--- src/rtl/pipe_ctrl.sv ---
// Pipeline sequencer for the 5-stage MIPS core: owns the PC and the FD/DE/EM/MW
// instruction, link-address and valid registers, and applies hazard-unit stall/flush
// controls and D-stage redirects. It also counts retirements and flags control misuse.
module pipe_ctrl #(
    parameter logic [31:0] RESET_PC  = 32'h0000_3000,
    parameter logic [31:0] NOP_INSTR = 32'h0000_0000
) (
    input  logic        clk,
    input  logic        rst_n,
    input  logic [31:0] imem_instr,
    input  logic        stall_pc,
    input  logic        stall_fd,
    input  logic        flush_de,
    input  logic        redirect_valid,
    input  logic [31:0] redirect_pc,
    output logic [31:0] pc,
    output logic [31:0] fd_instr,
    output logic [31:0] de_instr,
    output logic [31:0] em_instr,
    output logic [31:0] mw_instr,
    output logic [31:0] de_pc8,
    output logic [31:0] em_pc8,
    output logic [31:0] mw_pc8,
    output logic        fd_valid,
    output logic        de_valid,
    output logic        em_valid,
    output logic        mw_valid,
    output logic [31:0] retired_cnt,
    output logic        protocol_err
);

    localparam int unsigned XW = 32;

    logic [XW-1:0] pc_q, pc_d;
    logic [XW-1:0] fd_instr_q, fd_instr_d, fd_pc_q, fd_pc_d;
    logic          fd_valid_q, fd_valid_d;
    logic [XW-1:0] de_instr_q, de_instr_d, de_pc8_q, de_pc8_d;
    logic          de_valid_q, de_valid_d;
    logic [XW-1:0] em_instr_q, em_pc8_q, mw_instr_q, mw_pc8_q;
    logic          em_valid_q, mw_valid_q;
    logic [XW-1:0] retired_cnt_q, retired_cnt_d;
    logic          protocol_err_q, protocol_err_d;

    // Next-state for PC, FD and DE; stall outranks redirect, and the redirect never
    // touches FD, so the instruction fetched in the branch cycle is the delay slot.
    always_comb begin
        pc_d       = pc_q;
        fd_instr_d = fd_instr_q;
        fd_pc_d    = fd_pc_q;
        fd_valid_d = fd_valid_q;
        de_instr_d = fd_instr_q;
        de_pc8_d   = fd_pc_q + XW'(8);
        de_valid_d = fd_valid_q;

        if (!stall_pc) begin
            if (redirect_valid) pc_d = {redirect_pc[XW-1:2], 2'b00};
            else                pc_d = pc_q + XW'(4);
        end
        if (!stall_fd) begin
            fd_instr_d = imem_instr;
            fd_pc_d    = pc_q;
            fd_valid_d = 1'b1;
        end
        if (flush_de) begin
            de_instr_d = NOP_INSTR;
            de_pc8_d   = '0;
            de_valid_d = 1'b0;
        end
    end

    // Retirement count and sticky protocol-violation detection.
    always_comb begin
        retired_cnt_d  = retired_cnt_q;
        protocol_err_d = protocol_err_q;
        if (mw_valid_q) retired_cnt_d = retired_cnt_q + XW'(1);
        if (!((stall_pc == stall_fd) && (stall_fd == flush_de)))
            protocol_err_d = 1'b1;
        if (redirect_valid && !stall_pc && (redirect_pc[1:0] != 2'b00))
            protocol_err_d = 1'b1;
    end

    // All pipeline state; reset drops every stage at once without draining.
    always_ff @(posedge clk or negedge rst_n) begin
        if (!rst_n) begin
            pc_q           <= RESET_PC;
            fd_instr_q     <= NOP_INSTR;
            fd_pc_q        <= '0;
            fd_valid_q     <= 1'b0;
            de_instr_q     <= NOP_INSTR;
            de_pc8_q       <= '0;
            de_valid_q     <= 1'b0;
            em_instr_q     <= NOP_INSTR;
            em_pc8_q       <= '0;
            em_valid_q     <= 1'b0;
            mw_instr_q     <= NOP_INSTR;
            mw_pc8_q       <= '0;
            mw_valid_q     <= 1'b0;
            retired_cnt_q  <= '0;
            protocol_err_q <= 1'b0;
        end else begin
            pc_q           <= pc_d;
            fd_instr_q     <= fd_instr_d;
            fd_pc_q        <= fd_pc_d;
            fd_valid_q     <= fd_valid_d;
            de_instr_q     <= de_instr_d;
            de_pc8_q       <= de_pc8_d;
            de_valid_q     <= de_valid_d;
            em_instr_q     <= de_instr_q;
            em_pc8_q       <= de_pc8_q;
            em_valid_q     <= de_valid_q;
            mw_instr_q     <= em_instr_q;
            mw_pc8_q       <= em_pc8_q;
            mw_valid_q     <= em_valid_q;
            retired_cnt_q  <= retired_cnt_d;
            protocol_err_q <= protocol_err_d;
        end
    end

    assign pc           = pc_q;
    assign fd_instr     = fd_instr_q;
    assign de_instr     = de_instr_q;
    assign em_instr     = em_instr_q;
    assign mw_instr     = mw_instr_q;
    assign de_pc8       = de_pc8_q;
    assign em_pc8       = em_pc8_q;
    assign mw_pc8       = mw_pc8_q;
    assign fd_valid     = fd_valid_q;
    assign de_valid     = de_valid_q;
    assign em_valid     = em_valid_q;
    assign mw_valid     = mw_valid_q;
    assign retired_cnt  = retired_cnt_q;
    assign protocol_err = protocol_err_q;

endmodule
--- config.mk ---
export PLATFORM = sky130hd
export DESIGN_NAME = pipe_ctrl
export DESIGN_NICKNAME = d
export VERILOG_FILES = /design/src/rtl/pipe_ctrl.sv
export SDC_FILE = /design/constraint.sdc
export NUM_CORES = 1
export LEC_CHECK = 0
export BUFFER_PORTS_ARGS = -buffer_cell sky130_fd_sc_hd__buf_2
export CELL_PAD_IN_SITES_DETAIL_PLACEMENT = 0
export CELL_PAD_IN_SITES_GLOBAL_PLACEMENT = 1
export CORE_MARGIN = 2
export CORE_UTILIZATION = 40
export DETAILED_ROUTE_END_ITERATION = 8
export PLACE_DENSITY = 0.88
export SLEW_MARGIN = 10
export SYNTH_ARGS = -nofsm -noshare
export SYNTH_HDL_FRONTEND = slang
export SYNTH_SLANG_ARGS = --single-unit
--- constraint.sdc ---
create_clock -name clk -period 6 [get_ports clk]
set_input_delay 0.6 -clock clk [delete_from_list [all_inputs] [get_ports clk]]
set_output_delay 0.6 -clock clk [all_outputs]
set_load 0.005 [all_outputs]
==> key figures, run 1 <==
Outcome
  – Outcome: complete, no violations

Floorplan
  – Die H: 174.8 um
  – Rows: 62
  – Core ar.: 0.02870 sq mm
  – Starting density of the core: 40.67%
  – Io pins: 363
  – Die width: 174.8 um
  – Die area: 0.03057 sq mm

Critical path
  – CP endpoint kind: flop
  – Reg2reg path depth: 4
  – CP Class: reg2reg
  – R2R setup slack: 3.55 ns
  – CP peak stage delay: 1.06 ns
  – Critical Path Slowest Stage Cell: nor4_1
  – Top Family by Delay on Critical Path: simple AND/OR/NAND/NOR gates
  – WP buf/inv: 0
  – Worst path depth: 4
  – Crit path to: pc[27]$_DFFE_PN0N_
  – Crit path DAT: 2.84 ns
  – Critical path cell sequence: nand4_2 -> nor4_1 -> and3_1 -> a211oi_1
  – Crit start category: flop
  – Required @ worst endpoint: 6.39 ns
  – Critical Path Fanout Max: 10
  – RR Startpoint: pc[13]$_DFFE_PN1N_
  – Worst Setup SP: pc[13]$_DFFE_PN1N_
  – R2r endpoint: pc[27]$_DFFE_PN0N_

Timing
  – Fin. max-slew vios: 0
  – RSZ-0062 raised after global routing: false
  – Final clock skew: 0.01528 ns
  – Setup total negative slack: 0 ns
  – Worst Tran Pin Value: 1.235 ns
  – Slew HR: 16.87%
  – Final Hold Violating Endpoints: 0
  – Final period demand of the worst path: 2.450 ns
  – Final cycle utilization of the critical path: 40.83%
  – Fmax: 408.2 MHz
  – Final setup fails: 0

Power
  – Net Sw Power: 1412 uW
  – P_int: 4127 uW
  – Clock network fraction of total power: 41.5%
  – Total chip power: 5539 uW
  – Pwr dens: 367.3 mW/mm^2
  – Sw frac: 25.49%
  – Worst vdd ir: 0.1801 mV
  – Leakage: 0.007393 uW
  – Combinational power share: 11.1%
  – Share of power burned in registers: 47.4%

Placement
  – Hpwl dp: 21450 um
  – I/O Buffers: 360
  – GP Congestion: 0.8296
  – Placed Area: 0.01380 sq mm

Drt
  – Post-DR wirelength/cell: 18.36 um
  – Final wirelength: 30190 um
  – Via density: 5.086
  – Detailed Routing Iterations Pass 1: 5
  – DRC Markers: 0
  – First DRT Iteration DRCs: 633
  – Final ANT Viol Nets: 0
  – Routed vias: 8362

Worst hold path
  – HP Class: in2async

Cells and area
  – Nets: 1307
  – Design area: 0.01508 sq mm
  – Ant diodes: 0
  – Fill cell count: 2485
  – Multi-input logic area: 0.003452 sq mm
  – Syn-to-layout area delta: 29.16%
  – Most common cell after layout, fill and taps aside: buf_2
  – Register area: 0.007960 sq mm
  – Layout cell share with drive strength beyond 1: 39.52%
  – Commonest non-fill, non-tap cells in the layout: buf_2, dfrtp_1, mux2_2

GRT
  – GRT Total Usage: 19.58%
  – First-pass GRT wire length: 47310 um
  – GR Overflow Total: 0
  – Vias in the first global route: 8146
  – Largest net degree at the start of global routing: 169
  – Initial antenna violation count: 0

Logic synthesis
  – YS warnings: 0
  – Most used DFF post-synth: dfrtp_1
  – Number of synthesized flops with an enable pin: 0
  – Post-Syn Area: 0.01167 sq mm
  – Top cell type by total area after synthesis: dfrtp_1
  – Async S/R FF share, synth: 100.0%
  – Seq/Total Area, Yosys: 68.19%
  – Avg Cell Area, Syn: 13.28 sq um
  – Library cells used by synthesis: 56
  – Synth top area share: 67.74%
  – Syn Inst Count: 879
  – Post-synthesis register bit count: 318
  – Synth area leaders: dfrtp_1, mux2_2, xor2_1, nor2b_1, nand4_1

CTS
  – Clk sink count: 318
  – Worst-path clk slew: 0.06 ns
  – CTS H-tree depth: 2
  – Clock Root Buffer: clkbuf_16
  – Post-CTS Setup Inserts: 0
  – TritonCTS clock tree: done
  – CTS Buffer Depth: 3
  – TritonCTS Buffers: 36
  – Hold buffer count at CTS: 0
  – Post_cts resized: 0
  – Worst-skew pair later-pin latency: 0.51 ns

Job
  – Max-cap violations: 0
==> worst min path at each step <==
stage / start / end / slack (ns) / depth (start not counted)
floorplan: rst_n / de_instr[0]$_DFF_PN0_ / 0.30 / 0
global placement: em_instr[8]$_DFF_PN0_ / mw_instr[8]$_DFF_PN0_ / 0.35 / 0
detailed placement: em_pc8[20]$_DFF_PN0_ / mw_pc8[20]$_DFF_PN0_ / 0.35 / 0
CTS: rst_n / fd_instr[3]$_DFFE_PN0N_ / 0.10 / 1
global route: rst_n / fd_instr[3]$_DFFE_PN0N_ / 0.12 / 1
finish: rst_n / fd_instr[3]$_DFFE_PN0N_ / 0.06 / 1
==> registers in the layout, summed over array words and instances (netlist names) <==
signal and cells:
de_instr 32, em_instr 32, fd_instr 32, mw_instr 32, retired_cnt 32, de_pc8 31, em_pc8 31, mw_pc8 31
fd_pc_q 30, pc 30, de_valid 1, em_valid 1, fd_valid 1, mw_valid 1, protocol_err 1
==> synth_stat cells (2+ instances only) <==
library cell	instances
o21ai_0	27
ha_1	3
nor3_1	14
a311oi_1	5
clkbuf_1	34
and2_1	7
dfstp_2	2
nand2_1	41
nand4_2	2
nor4_2	5
nor2_1	35
and4_1	12
a21oi_1	24
nand4_1	26
mux2_2	63
a311o_1	2
nor4_1	20
buf_4	5
o2bb2ai_1	2
a211oi_1	5
o311ai_0	3
nand2b_1	5
nor2b_1	36
o31ai_1	12
xor2_1	26
a32oi_1	2
a31oi_1	5
buf_1	4
or4_1	18
or3_1	12
a22oi_1	8
and3_1	12
o22a_1	2
xnor2_1	17
buf_2	4
dfrtp_1	316
nand3_1	32
inv_1	13
==> cell families (layout without fill, tap and decap cells) <==
kind of cell             count (synthesis)  count (layout)  share of synthesized area (%)
other                                    1               3                        0.03212
adder cells (fa/ha/maj)                  3               3                         0.3216
AO/OA/AOI/OAI                          106             106                          5.906
flip-flops                             318             318                          68.19
multiplexers                            64              64                          6.163
buffers and inverters                   63             442                          2.304
AND/OR/NAND/NOR                        281             281                          13.86
XOR/XNOR                                43              43                          3.226
==> power groups by stage <==
stage	clock network [uW]	logic, uW	registers (uW)
after floorplan	0	261	2610
after global placement	0	610	2650
after detailed placement	0	623	2660
after CTS	2350	627	2630
after global routing	2450	684	2660
final	2300	614	2630
==> area by class of cell <==
cell class / instances / share of cell area [%]
clock buffers: 50 / 7.136
clock inverters: 14 / 1.344
inverters: 14 / 0.3485
multi-input cells: 500 / 22.89
flip-flops and latches: 318 / 52.79
well taps: 384 / 3.186
repair buffers: 364 / 12.30
==> stage by stage <==
step | util (%) | cells | setup slack [ns] | hold WS, ns
floorplan | - | 881 | 3.889 | 0.3044
global placement | 48.08 | 1580 | 3.414 | 0.3527
detailed placement | 48.08 | 1580 | 3.370 | 0.3537
finish | 52.53 | 1644 | 3.550 | 0.06487
global route | 52.53 | 1644 | 3.313 | 0.1170
CTS | 52.53 | 1644 | 3.542 | 0.1040
==> routing by layer <==
layer,wire [um],global-route usage (%),vias up,share of wire [%]
li1,-,-,3852,-
met1,13140,27.18,4111,44
met2,14500,31.59,353,48
met3,1919,3.916,46,6.4
met4,628,5.278,0,2.1
met5,0,0,-,0
Note: power is estimated with default switching activity, not from simulation.
==> run 2, diff against run 1 <==
Settings changed: ABC_AREA set to 1, CORE_UTILIZATION 40 to 38.
Clock period 6 ns to 2.3 ns, I/O delays scaled along.
==> run 2 against run 1 <==
Register-to-register slack lost 3.0 ns. Core utilization shrank 2.1 points. Sequential share of layout area down 4.1 points. Via count is 25% higher. Critical path type unchanged. Non-clock buffer count rose by 46. Combinational power grew to 2.8 times the previous value. Maximum frequency up 41%. Worst hold slack got worse by 0.038 ns. Routed wire length grew 19%. Largest cell class unchanged.
==> key figures, run 2 <==
Cells and area
  – Layout cell share with drive strength beyond 1: 25.82% (-14 points)
  – Commonest non-fill, non-tap cells in the layout: nand2_1, buf_2, dfrtp_1
  – Ant diodes: 0 (unchanged)
  – Design area: 0.01634 sq mm (+8.3%)
  – Most common cell after layout, fill and taps aside: nand2_1
  – Syn-to-layout area delta: 31.20%
  – Nets: 1839 (+41%)

CTS
  – CTS H-tree depth: 2 (unchanged)
  – Worst-path clk slew: 0.06 ns (about the same)
  – Clock Root Buffer: clkbuf_16
  – Clk sink count: 318 (unchanged)
  – CTS Buffer Depth: 3 (unchanged)
  – Post-CTS Setup Inserts: 0 (unchanged)
  – Worst-skew pair later-pin latency: 0.52 ns (about the same)
  – TritonCTS clock tree: done
  – TritonCTS Buffers: 36 (unchanged)

Drt
  – First DRT Iteration DRCs: 668 (+5.5%)
  – Final wirelength: 36030 um (+19%)
  – Detailed Routing Iterations Pass 1: 5 (unchanged)
  – Routed vias: 10.47k (+25%)
  – Via density: 4.691 (-7.8%)
  – Final ANT Viol Nets: 0 (unchanged)
  – Post-DR wirelength/cell: 16.15 um (-12%)
  – DRC Markers: 0 (unchanged)

Timing
  – RSZ-0062 raised after global routing: false
  – Final clock skew: 0.01645 ns (+0.001171 ns)
  – Slew HR: 58.37% (+41 points)
  – Final setup fails: 0 (unchanged)
  – Setup total negative slack: 0 ns (unchanged)
  – Final Hold Violating Endpoints: 0 (unchanged)
  – Final cycle utilization of the critical path: 75.62% (+35 points)
  – Worst Tran Pin Value: 0.6245 ns (-0.6110 ns)
  – Final WS setup: 0.5606 ns (-2.989 ns)
  – Fin. max-slew vios: 0 (unchanged)
  – Final period demand of the worst path: 1.739 ns (-0.7105 ns)
  – Fmax: 574.9 MHz (+41%)

GRT
  – GRT Total Usage: 21.07% (+1.5 points)
  – GR Overflow Total: 0 (unchanged)
  – Vias in the first global route: 10.20k (+25%)
  – First-pass GRT wire length: 55680 um (+18%)
  – Initial antenna violation count: 2 (+2)
  – Largest net degree at the start of global routing: 73 (-57%)

Logic synthesis
  – Synth top area share: 63.51% (-4.2 points)
  – Syn Inst Count: 1356 (+54%)
  – Seq/Total Area, Yosys: 63.93% (-4.3 points)
  – Post-Syn Area: 0.01245 sq mm (+6.7%)
  – Top cell type by total area after synthesis: dfrtp_1
  – Most used DFF post-synth: dfrtp_1
  – Post-synthesis register bit count: 318 (unchanged)
  – Number of synthesized flops with an enable pin: 0 (unchanged)
  – Commonest cells in the netlist: nand2_1, dfrtp_1, nor2_1
  – Library cells used by synthesis: 32 (-43%)
  – Most instantiated library cell after synthesis: nand2_1
  – YS warnings: 0 (unchanged)
  – Avg Cell Area, Syn: 9.182 sq um (-31%)
  – Synth area leaders: dfrtp_1, nand2_1, nor2_1, o21ai_0, inv_1
  – Async S/R FF share, synth: 100.0% (unchanged)

Floorplan
  – Core ar.: 0.03237 sq mm (+13%)
  – Die H: 185.0 um (+5.8%)
  – Die area: 0.03423 sq mm (+12%)
  – Starting density of the core: 38.46% (-2.2 points)
  – Rows: 66 (+6.5%)
  – Io pins: 363 (unchanged)
  – Die width: 185.0 um (+5.8%)

Critical path
  – CP endpoint kind: flop
  – CP most frequent cell: nand2_1
  – Required @ worst endpoint: 2.70 ns (-3.69 ns)
  – Critical Path Fanout Max: 6 (-4)
  – CP peak stage delay: 0.44 ns (-0.62 ns)
  – Crit start category: flop
  – Crit path DAT: 2.14 ns (-0.70 ns)
  – CP Class: reg2reg
  – Critical path cell sequence: ha_1 -> nand2_1 -> nor2_2 -> nand3_1 -> nor2_1 -> nand2_1 -> nand2_1 -> nand2_1 -> nand2_1 -> nand2_1
  – Critical Path Slowest Stage Cell: dfrtp_1
  – Reg2reg path depth: 10 (+6)

Job
  – Max-cap violations: 0 (unchanged)

Power
  – Pwr dens: 851.2 mW/mm^2 (+130%)
  – Leakage: 0.008573 uW (+16%)
  – Worst vdd ir: 0.4573 mV (+150%)

Placement
  – Pre-CTS setup slack: 0.5576 ns (-2.812 ns)
  – I/O Buffers: 360 (unchanged)
  – GP Congestion: 0.9357 (+13%)
  – Hpwl dp: 27150 um (+27%)
  – Placed Area: 0.01482 sq mm (+7.4%)

Outcome
  – Outcome: complete, no violations

Worst hold path
  – HP Class: in2reg
  – Hold depth: 5
==> run 2: cell types whose count changed in the layout (fill, tap and decap cells not counted), moves of 14 or more <==
cell | before | now
nor4_1 | 20 | 0
nor2b_1 | 36 | 0
o21ai_0 | 27 | 104
dlygate4sd3_1 | 0 | 35
mux2_2 | 63 | 0
xor2_1 | 26 | 11
inv_1 | 13 | 136
nand2_1 | 41 | 372
nand3_1 | 32 | 61
nand4_1 | 26 | 12
or4_1 | 18 | 0
nor2_1 | 35 | 206
==> run 2: where the power goes <==
group / switching (uW) / total [uW] / internal, uW
sequential: 486 / 6610 / 6120
clock: 2220 / 5590 / 3370
combinational: 1020 / 1710 / 687
==> run 2: final timing paths <==
check,slack (ns),endpoint,startpoint
max in group asynchronous,1.15,de_pc8[17]$_DFF_PN0_,rst_n
worst min-delay path,0.03,pc[22]$_DFFE_PN0N_,redirect_pc[22]
worst max register to register,0.56,pc[20]$_DFFE_PN0N_,pc[3]$_DFFE_PN0N_
worst min register to register,0.36,mw_pc8[31]$_DFF_PN0_,em_pc8[31]$_DFF_PN0_
worst max-delay path,0.56,pc[20]$_DFFE_PN0N_,pc[3]$_DFFE_PN0N_
min in group asynchronous,0.29,de_instr[22]$_DFF_PN0_,rst_n
==> run 2: metal layers <==
metal / global-route usage [%] / wire [um]
met1: 27.60 / 15240
met2: 35.49 / 17280
met3: 3.991 / 2498
met4: 6.476 / 992
met5: 0 / 27
==> run 2: critical path, delay by kind of cell (launching register included) <==
kind          cells  cell delay [ns]
fa+ha+maj         1             0.25
simple gates      9             0.93
flops             1             0.44
==> run 2: repair_timing <==
action,in CTS,in global routing
resized for setup,0,0
hold buffers,35,0
endpoints found under the hold margin,99,0
==> run 2: final cells by class <==
class                           instances  area, sq um
Fill cell                            3046        16040
Tap cell                              442        553.0
Multi-Input combinational cell        859         3792
Sequential cell                       318         7960
Clock buffer                           50         1033
Clock inverter                         11        130.1
Inverter                              141        529.3
Timing Repair Buffer                  410         2337
==> run 2: cell families after synthesis <==
group                      Yosys count  share of synthesized area [%]
and+or+nand+nor                    693                          22.91
DFF                                318                          63.93
xor gates and xnor gates            20                          1.407
other                                1                        0.03012
buffers and inverters              181                          5.668
adders and majority gates            3                         0.3015
AOI/OAI and AO/OA                  140                          5.748
==> run 2: stage by stage <==
stage	power [uW]	hold slack, ns	utilization, %	cells
global placement	8336	0.2339	45.79	2135
finish	13900	0.02715	50.46	2231
CTS	14060	0.01359	50.46	2231
detailed placement	8380	0.2411	45.79	2135
floorplan	7327	-0.06559	-	1358
global route	14590	0.04189	50.46	2231
==> run 3, diff against run 2 <==
Settings changed: CORE_UTILIZATION 38 to 35, PLACE_DENSITY 0.88 to 0.86.
Clock period 2.3 ns to 1.5 ns, I/O delays scaled along.
==> run 3 against run 2 <==
Critical endpoint is now pc[26]$_DFFE_PN0N_. Combinational power rose by 120%. Setup slack worse by 0.56 ns. Cell area grew 11%. Count of clock-buffer cells in the layout shrank 4. The run now ends with setup timing left. Critical path depth shrank 1. Worst hold slack improved by 0.0045 ns. Sequential share of layout area fell by 4.5 points. Core utilization rose by 0.72 points. Via count rose by 5.3%. Critical path type unchanged.
==> key figures, run 3 (synthesized netlist as in run 2, its figures left out) <==
Floorplan
  – Core ar.: 0.03531 sq mm (+9.1%)
  – Die area: 0.03710 sq mm (+8.4%)
  – Starting density of the core: 35.26% (-3.2 points)
  – Rows: 69 (+4.5%)
  – Die width: 192.6 um (+4.1%)
  – Die H: 192.6 um (+4.1%)
  – Io pins: 363 (unchanged)

Drt
  – Routed vias: 11.02k (+5.3%)
  – Final ANT Viol Nets: 0 (unchanged)
  – First DRT Iteration DRCs: 575 (-14%)
  – DRC Markers: 0 (unchanged)
  – Post-DR wirelength/cell: 16.02 um (-0.84%)
  – Via density: 4.616 (-1.6%)
  – Detailed Routing Iterations Pass 1: 5 (unchanged)
  – Final wirelength: 38250 um (+6.1%)

Timing
  – Final clock skew: 0.01439 ns (-0.002068 ns)
  – Setup total negative slack: -0.0004221 ns (-0.0004221 ns)
  – Fin Hold WS: 0.03164 ns (+0.004489 ns)
  – Fmax: 666.5 MHz (+16%)
  – Fin. max-slew vios: 0 (unchanged)
  – Final WS setup: -0.0004221 ns (-0.5611 ns)
  – Final Hold Violating Endpoints: 0 (unchanged)
  – Slew HR: 58.58% (+0.21 points)
  – Final cycle utilization of the critical path: 100.0% (+24 points)
  – RSZ-0062 raised after global routing: true
  – Final period demand of the worst path: 1.500 ns (-0.2389 ns)
  – Worst Tran Pin Value: 0.6213 ns (-0.003178 ns)
  – Final setup fails: 1 (+1)

Power
  – Leakage: 0.009317 uW (+8.7%)
  – Pwr dens: 1242 mW/mm^2 (+46%)
  – Share of power burned in registers: 44.8% (-2.7 points)
  – Clock network fraction of total power: 38.7% (-1.5 points)
  – Sw frac: 27.41% (+0.59 points)
  – P_int: 16290 uW (+60%)
  – Net Sw Power: 6152 uW (+65%)
  – Combinational power share: 16.5% (+4.2 points)
  – Worst vdd ir: 0.9470 mV (+110%)

Worst hold path
  – Hold depth: 5 (unchanged)
  – HP Class: in2reg

Cells and area
  – Fill cell count: 3236 (+6.2%)
  – Layout cell share with drive strength beyond 1: 37.31% (+11 points)
  – Syn-to-layout area delta: 45.17%
  – Multi-input logic area: 0.004294 sq mm (+13%)
  – Util after Layout: 51.19% (+0.72 points)
  – Most common cell after layout, fill and taps aside: buf_2
  – Commonest non-fill, non-tap cells in the layout: buf_2, nand2_1, dfrtp_1
  – Register area: 0.007991 sq mm (+0.39%)
  – Nets: 1975 (+7.4%)
  – Ant diodes: 0 (unchanged)

GRT
  – Largest net degree at the start of global routing: 66 (-9.6%)
  – Vias in the first global route: 10.94k (+7.3%)
  – First-pass GRT wire length: 58660 um (+5.4%)
  – GRT Total Usage: 20.39% (-0.68 points)
  – GR Overflow Total: 0 (unchanged)
  – Initial antenna violation count: 0 (-2)

CTS
  – TritonCTS clock tree: done
  – Clk sink count: 318 (unchanged)
  – CTS H-tree depth: 2 (unchanged)
  – Worst-path clk slew: 0.06 ns (about the same)
  – Worst-skew pair later-pin latency: 0.52 ns (about the same)
  – Clock Root Buffer: clkbuf_16
  – TritonCTS Buffers: 35 (-2.8%)
  – CTS Buffer Depth: 3 (unchanged)

Placement
  – GP Congestion: 0.9354 (about the same)
  – Hpwl dp: 28720 um (+5.8%)
  – I/O Buffers: 360 (unchanged)

Critical path
  – CP Class: reg2reg
  – Critical Path Slowest Stage Cell: dfstp_2
  – Critical Path Fanout Max: 4 (-2)
  – Worst Setup SP: pc[12]$_DFFE_PN1N_
  – CP most frequent cell: nand2_1
  – Crit start category: flop
  – Required @ worst endpoint: 1.91 ns (-0.79 ns)
  – R2r endpoint: pc[26]$_DFFE_PN0N_
  – CP peak stage delay: 0.57 ns (+0.13 ns)
  – Crit path DAT: 1.91 ns (-0.23 ns)
  – Reg2reg path depth: 9 (-1)
  – Crit path to: pc[26]$_DFFE_PN0N_
  – CP endpoint kind: flop
  – RR Startpoint: pc[12]$_DFFE_PN1N_
  – R2R setup slack: -0.0004 ns (-0.56 ns)
  – Critical path cell sequence: nand2_2 -> nor2_4 -> nand2_2 -> nor2_2 -> nand2_1 -> nand2_1 -> nand3_1 -> nand2_1 -> nand2_1

Job
  – Max-cap violations: 0 (unchanged)

Outcome
  – Failing checks: setup timing
  – Outcome: finished, violations left
## run 3: layout make-up
type,count,area share (%)
Clock inverter,16,1.045
Multi-Input combinational cell,859,23.76
Sequential cell,318,44.21
Timing Repair Buffer,547,19.40
Inverter,141,2.928
Tap cell,461,3.191
Clock buffer,46,5.469
## run 3: worst max-delay path, delay by kind of cell, from the launching register on
kind	cells	cell delay (ns)
AND/OR/NAND/NOR	9	0.81
flip-flops	1	0.57
## run 3: what timing repair did
action                     4_1_cts  5_1_grt
setup endpoints to repair       23       66
pin swaps                        7       47
hold endpoints to repair       315        0
buffers inserted                 6       25
hold buffers                    56        0
gates resized for setup         32      155
## run 3: how the worst min path moves through the flow
stage                        endpoint  slack (ns)       startpoint
2_1_floorplan   de_instr[0]$_DFF_PN0_       -0.15            rst_n
3_3_place_gp   mw_instr[22]$_DFF_PN0_        0.07            rst_n
3_5_place_dp   mw_instr[21]$_DFF_PN0_        0.07            rst_n
4_1_cts            pc[12]$_DFFE_PN1N_      0.0005  redirect_pc[12]
5_1_grt            pc[24]$_DFFE_PN0N_        0.04  redirect_pc[24]
6_report           pc[10]$_DFFE_PN0N_        0.03  redirect_pc[10]
## run 3: metrics by stage
step	cell area (sq um)	instances	total power [uW]	worst slack [ns]
after floorplan	12460	1358	11240	0.03031
after global placement	15550	2239	13220	-0.1449
after detailed placement	15550	2239	13310	-0.1253
after CTS	17440	2363	22360	0.0006128
after global routing	18070	2388	23590	-0.1059
final	18070	2388	22440	-0.0004221
## run 3: layer usage
metal | vias up | GRT usage, % | part of all wire, %
met1 | 5279 | 26.73 | 43
met4 | 0 | 5.637 | 2.4
li1 | 5315 | - | -
met3 | 65 | 3.455 | 5.8
met2 | 365 | 34.78 | 49
met5 | - | 0 | 0
## run 3: power groups by stage
stage	clock network [uW]	logic [uW]	registers, uW
floorplan	0	1100	10100
global placement	0	3110	10100
detailed placement	0	3160	10200
CTS	8930	3400	10000
global route	9310	4130	10100
finish	8690	3710	10000
